==> config.mk <==
export PLATFORM = sky130hd
export DESIGN_NAME = change_dispenser_flat
export DESIGN_NICKNAME = d
export VERILOG_FILES = /design/src/rtl/change_dispenser_if.sv /design/src/rtl/change_dispenser.sv /design/src/flat_wrapper.sv
export SDC_FILE = /design/constraint.sdc
export NUM_CORES = 1
export LEC_CHECK = 0
export CAP_MARGIN = 20
export CORE_ASPECT_RATIO = 1.25
export CORE_UTILIZATION = 40
export CTS_BUF_LIST = sky130_fd_sc_hd__clkbuf_2 sky130_fd_sc_hd__clkbuf_4 sky130_fd_sc_hd__clkbuf_8
export CTS_CLUSTER_DIAMETER = 150
export DETAILED_ROUTE_END_ITERATION = 16
export PLACE_DENSITY = 0.65
export SLEW_MARGIN = 20
export SYNTH_ARGS = -nofsm -noshare
export SYNTH_HDL_FRONTEND = slang
export SYNTH_SLANG_ARGS = --single-unit
export TNS_END_PERCENT = 5
==> constraint.sdc <==
create_clock -name clk -period 2.9 [get_ports clk]
set_input_delay 0.87 -clock clk [delete_from_list [all_inputs] [get_ports clk]]
set_output_delay 0.87 -clock clk [all_outputs]
set_load 0.02 [all_outputs]
==> src/rtl/change_dispenser_if.sv <==
// change_dispenser_if: request, actuator and status signals between vending FSM and dispenser
interface change_dispenser_if #(
  parameter int COIN_W = 4
);
  logic              can_req;
  logic [COIN_W-1:0] coin_req;
  logic              req_ready;
  logic              can_out;
  logic              hopper_on;
  logic              coin_sense;
  logic              err_clr;
  logic              busy;
  logic              err;
  modport master (
    output can_req, coin_req, coin_sense, err_clr,
    input  req_ready, can_out, hopper_on, busy, err
  );
  modport slave (
    input  can_req, coin_req, coin_sense, err_clr,
    output req_ready, can_out, hopper_on, busy, err
  );
endinterface

==> src/rtl/change_dispenser.sv <==
// change_dispenser: request FIFO feeding a can-solenoid / coin-hopper sequencer with hopper timeout.
// CHANGE_DISPENSER_STATS_EN adds saturating cans_total/coins_total outputs.
module change_dispenser #(
  parameter int COIN_W     = 4,
  parameter int FIFO_DEPTH = 4,
  parameter int PULSE_CYC  = 4,
  parameter int TIMEOUT    = 64
) (
  input logic               clk,
  input logic               rst,
  change_dispenser_if.slave bus
`ifdef CHANGE_DISPENSER_STATS_EN
  ,
  output logic [15:0]       cans_total,
  output logic [15:0]       coins_total
`endif
);
  localparam int AW = $clog2(FIFO_DEPTH);
  localparam int TW = $clog2((TIMEOUT > PULSE_CYC ? TIMEOUT : PULSE_CYC) + 1);
  localparam logic [TW-1:0] PULSE_LAST = TW'(PULSE_CYC - 1);
  localparam logic [TW-1:0] TIME_LAST = TW'(TIMEOUT - 1);
  localparam logic [AW:0] FULL_CNT = (AW+1)'(FIFO_DEPTH);

  typedef enum logic [2:0] {IDLE, LOAD, CAN, COIN, GAP, ERR} state_t;
  state_t state, nxt;

  logic [COIN_W:0]   mem [FIFO_DEPTH];
  logic [AW-1:0]     wr_ptr, rd_ptr;
  logic [AW:0]       cnt;
  logic [COIN_W-1:0] coin_left, head_coin;
  logic [TW-1:0]     tmr;
  logic              push, pop, empty, head_can, sense;

  assign empty = cnt == '0;
  assign bus.req_ready = cnt != FULL_CNT;
  assign push = (bus.can_req | (bus.coin_req != '0)) & bus.req_ready;
  assign pop = state == LOAD;
  assign {head_can, head_coin} = mem[rd_ptr];
  assign sense = state == COIN && bus.coin_sense;

  // readiness comes from the registered count, so a same-cycle pop never frees a slot
  always_ff @(posedge clk) begin
    if (push) mem[wr_ptr] <= {bus.can_req, bus.coin_req};
    if (!rst) begin
      wr_ptr <= '0;
      rd_ptr <= '0;
      cnt <= '0;
    end else begin
      wr_ptr <= wr_ptr + AW'(push);
      rd_ptr <= rd_ptr + AW'(pop);
      cnt <= cnt + (AW+1)'(push) - (AW+1)'(pop);
    end
  end

  always_ff @(posedge clk) begin
    if (!rst) begin
      state <= IDLE;
      tmr <= '0;
      coin_left <= '0;
    end else begin
      state <= nxt;
      tmr <= (nxt != state) ? '0 : tmr + 1'b1;
      coin_left <= pop ? head_coin : coin_left - COIN_W'(sense && coin_left != '0);
    end
  end

  always_comb begin
    nxt = state;
    case (state)
      IDLE: nxt = empty ? IDLE : LOAD;
      LOAD: nxt = head_can ? CAN : (head_coin != '0 ? COIN : IDLE);
      CAN:  nxt = tmr != PULSE_LAST ? CAN : (coin_left != '0 ? COIN : IDLE);
      COIN: nxt = bus.coin_sense ? GAP : (tmr == TIME_LAST ? ERR : COIN);
      GAP:  nxt = coin_left != '0 ? COIN : (empty ? IDLE : LOAD);
      ERR:  nxt = bus.err_clr ? COIN : ERR;
      default: nxt = IDLE;
    endcase
  end

  assign bus.can_out = state == CAN;
  assign bus.hopper_on = state == COIN;
  assign bus.err = state == ERR;
  assign bus.busy = !empty || state != IDLE;

`ifdef CHANGE_DISPENSER_STATS_EN
  always_ff @(posedge clk) begin
    if (!rst) begin
      cans_total <= '0;
      coins_total <= '0;
    end else begin
      if (state == CAN && tmr == PULSE_LAST && cans_total != 16'hFFFF) cans_total <= cans_total + 1'b1;
      if (sense && coins_total != 16'hFFFF) coins_total <= coins_total + 1'b1;
    end
  end
`endif
endmodule
==> src/flat_wrapper.sv <==
// flat-port wrapper written by rule: the top's interface ports become plain ports
module change_dispenser_flat 
#(
  parameter int COIN_W     = 4,
  parameter int FIFO_DEPTH = 4,
  parameter int PULSE_CYC  = 4,
  parameter int TIMEOUT    = 64
)
  (clk, rst, bus_can_req, bus_coin_req, bus_coin_sense, bus_err_clr, bus_req_ready, bus_can_out, bus_hopper_on, bus_busy, bus_err);
  change_dispenser_if #(.COIN_W(COIN_W)) bus_i ();
  input logic clk;
  input logic rst;
  input wire logic [$bits(bus_i.can_req)-1:0] bus_can_req;
  input wire logic [$bits(bus_i.coin_req)-1:0] bus_coin_req;
  input wire logic [$bits(bus_i.coin_sense)-1:0] bus_coin_sense;
  input wire logic [$bits(bus_i.err_clr)-1:0] bus_err_clr;
  output wire logic [$bits(bus_i.req_ready)-1:0] bus_req_ready;
  output wire logic [$bits(bus_i.can_out)-1:0] bus_can_out;
  output wire logic [$bits(bus_i.hopper_on)-1:0] bus_hopper_on;
  output wire logic [$bits(bus_i.busy)-1:0] bus_busy;
  output wire logic [$bits(bus_i.err)-1:0] bus_err;
  assign bus_i.can_req = bus_can_req;
  assign bus_i.coin_req = bus_coin_req;
  assign bus_i.coin_sense = bus_coin_sense;
  assign bus_i.err_clr = bus_err_clr;
  assign bus_req_ready = bus_i.req_ready;
  assign bus_can_out = bus_i.can_out;
  assign bus_hopper_on = bus_i.hopper_on;
  assign bus_busy = bus_i.busy;
  assign bus_err = bus_i.err;
  change_dispenser #(.COIN_W(COIN_W), .FIFO_DEPTH(FIFO_DEPTH), .PULSE_CYC(PULSE_CYC), .TIMEOUT(TIMEOUT)) u_core (.clk(clk), .rst(rst), .bus(bus_i));
endmodule
==> metrics <==
register area share after synthesis=50.84%; GR Util met2=29.90%; Post-DRT Antenna Nets=0; crit path kind=register to output port; Post-Syn Instances=166; startpoint types=register; Root Buffer=clkbuf_8; Worst path max stage delay=670 ps; GRT overflow=0; Power Dens Cells=920.7 nW/um2; placed instance area=2247 um2; Worst EP required=2030 ps; Comb pwr share=40.6%; via count=1291; H-tree levels=2; minimum clock period=2745 ps; Tot GR Track Use=16.03%; met3 GRT Util=3.090%; placed wire-length estimate=2.769 mm; Top FF cell, synth=dfxtp_1; RSZ-0062 raised after global routing=no; synth warn=0; CTS tree=built; initial antenna violation count=0; Yosys reg bits=41; max_cap viols=0; postcts setup bufs=0; count of cell types in the netlist=45; largest net degree at the start of global routing=15; reg2reg end=u_core.cnt[2]; CP Capture Type=output port; Final Hold Viols=0; switching power total=776.5 uW; R2R Setup Slk=490 ps; Worst EP arrival=1870 ps; Initial Util=42.15%; RePlAce Congestion=0.7459; Max Root-Sink Buffers=2; number of global-route vias before repair=1326; Net Count, Synth=183; # DRC=0; fin area=2338 um2; final slew viol count=0; die width=65.38 um; CTS Buf Count=5; Max Clock Skew=3.852 ps; Peak VDD IR=571.1 uV; core area=4765 um2; Worst-Margin Slew=839.0 ps; fraction of registers with async set/reset=0%; Clk pin slew, worst setup/hold paths=80 ps; CP max stage cell=clkdlybuf4s50_1; WL/cell=14.86 um; ANT cells=0; part of the power in the clock network=17.2%; number of synthesized flops with an enable pin=20; crit path capture=bus_can_out; first-iteration detailed-routing DRC count=87; status=finished, final reports clean; met1 GRT Util=17.25%; CP Depth=2; Clock Latency Late Sink=290 ps; Internal Pwr Total=1376 uW; DR vias/cell=5.164; busiest metal layer after global routing=met2; layout cells sized above 1=18.95%; cts hold-fix bufs=0; worst hold path class=register to register; share of power burned in registers=42.2%; Synth Area per Inst=12.10 um2; post-CTS sizing=0; fmax=0.3643 GHz; WP buf/inv=1; Hold Slack=496.2 ps; cell area after synthesis=2008 um2; clock sinks=41; Slew Limit Headroom=43.64%; Die H=81.22 um; Leak=0.0008724 uW; Setup-failing EPs final=0; Post-Route WL=3.716 mm; area grow syn2layout=16.45%; Worst path top cell family by delay=buffers and inverters; Layout Nets=206; R2R cell count=11; PortBufs=13; boundary pin count=14; # rows=28; Crit. Startpoint=u_core.state[1]; sw frac=36.07%; Final Cycle Share=94.64%; crit path cell chain=nor3b_1, clkdlybuf4s50_1; post-layout util=49.08%; crit path max fanout=13; die area=5310 um2; 1st-pass router iterations=4; first-pass GRT wire length=6.341 mm; reg-to-reg startpoint=u_core.state[1]
## logic make-up (layout without fill, tap and decap cells)
family                   count (synthesis)  after routing  share of synthesized area (%)
XOR/XNOR                                10             10                          4.361
multiplexers                             6              6                          6.480
buffers and inverters                   15             39                          3.364
adder cells (fa/ha/maj)                  8              8                          5.358
AND/OR/NAND/NOR                         68             68                          21.99
flip-flops                              41             41                          50.84
AO/OA/AOI/OAI                           18             18                          7.601
## metrics by stage
stage / setup TNS [ps] / worst slack [ps] / instances / power, uW
after floorplan: 0 / 310.7 / 166 / 1552
after global placement: -138.8 / -100.1 / 242 / 1758
after detailed placement: -196.9 / -149.4 / 242 / 1808
after CTS: 0 / 161.4 / 250 / 2183
after global routing: 0 / 67.17 / 250 / 2312
final: 0 / 155.3 / 250 / 2153
## worst register-to-register path: stages (launching register included)
cell and delay, ps:
dfxtp_1 540, nor2_1 120, nand2_2 170, inv_1 150, ha_1 290, inv_1 60, ha_1 130, inv_1 40
fa_1 380, xnor2_1 210, xnor2_1 80, and2_1 160
## flip-flops by register name, indices dropped and copies added (netlist names)
name and cells:
u_core.cnt 3, u_core.coin_left 4, u_core.mem 20, u_core.rd_ptr 2, u_core.state 3, u_core.tmr 7
u_core.wr_ptr 2
## power groups by stage
stage	clock network [uW]	logic (uW)	registers, uW
2_1_floorplan	0	698	854
3_3_place_gp	0	848	910
3_5_place_dp	0	882	925
4_1_cts	383	889	911
5_1_grt	403	976	933
6_report	370	874	909
## layout make-up
class / count / area [um2]
clock buffers: 5 / 68.82
clock inverters: 3 / 22.52
fillers: 452 / 2426
inverters: 9 / 33.78
multi-input cells: 110 / 919.6
flip-flops and latches: 41 / 1021
well taps: 60 / 75.07
repair buffers: 22 / 197.7
## worst min-delay path by stage
stage,to,depth (start not counted),start
after floorplan,u_core.tmr[0],1,u_core.tmr[0]
after detailed placement,u_core.tmr[0],1,u_core.tmr[0]
after CTS,u_core.tmr[0],1,u_core.tmr[0]
after global routing,u_core.tmr[0],1,u_core.tmr[0]
final,u_core.tmr[0],1,u_core.tmr[0]
after global placement,u_core.tmr[0],1,u_core.tmr[0]
## metal layers
layer | share of wire [%] | vias to the layer above
li1 | - | 650
met1 | 43 | 617
met2 | 53 | 18
met3 | 2.8 | 6
met4 | 1.8 | 0
met5 | 0 | -
## cells in the final DEF, fill, tap and decap left out, types with 5 or more instances in the layout
| master | Yosys | routed |
|---|---|---|
| dfxtp_1 | 21 | 21 |
| edfxtp_1 | 20 | 20 |
| nand2_1 | 14 | 14 |
| clkdlybuf4s50_1 | 0 | 13 |
| nor2_1 | 12 | 12 |
| inv_1 | 9 | 9 |
| buf_4 | 0 | 9 |
| nor3b_2 | 7 | 7 |
| ha_1 | 7 | 7 |
| and2_1 | 6 | 6 |
| xnor2_1 | 5 | 5 |
| nand3_1 | 5 | 5 |
| xor2_1 | 5 | 5 |
| clkbuf_8 | 0 | 5 |
## cells in the mapped netlist, types with 2 or more instances
cell type	count	area share [%]
dfxtp_1	21	21
edfxtp_1	20	30
nand3_1	5	1.2
and2_1	6	1.9
clkbuf_1	4	0.75
nor3b_1	2	0.75
xnor2_1	5	2.2
nor3b_2	7	4.4
nand2b_1	2	0.62
mux4_1	2	2.6
o21ai_0	3	0.75
inv_1	9	1.7
o31ai_1	3	1.1
nand2_1	14	2.6
nor2b_1	2	0.62
nor3_1	4	1.0
xor2_1	5	2.2
nor2_1	12	2.2
o211a_1	4	2.0
and3_1	2	0.62
ha_1	7	4.4
mux4_2	3	3.4
a21oi_1	2	0.50
Note: power is estimated with default switching activity, not from simulation.
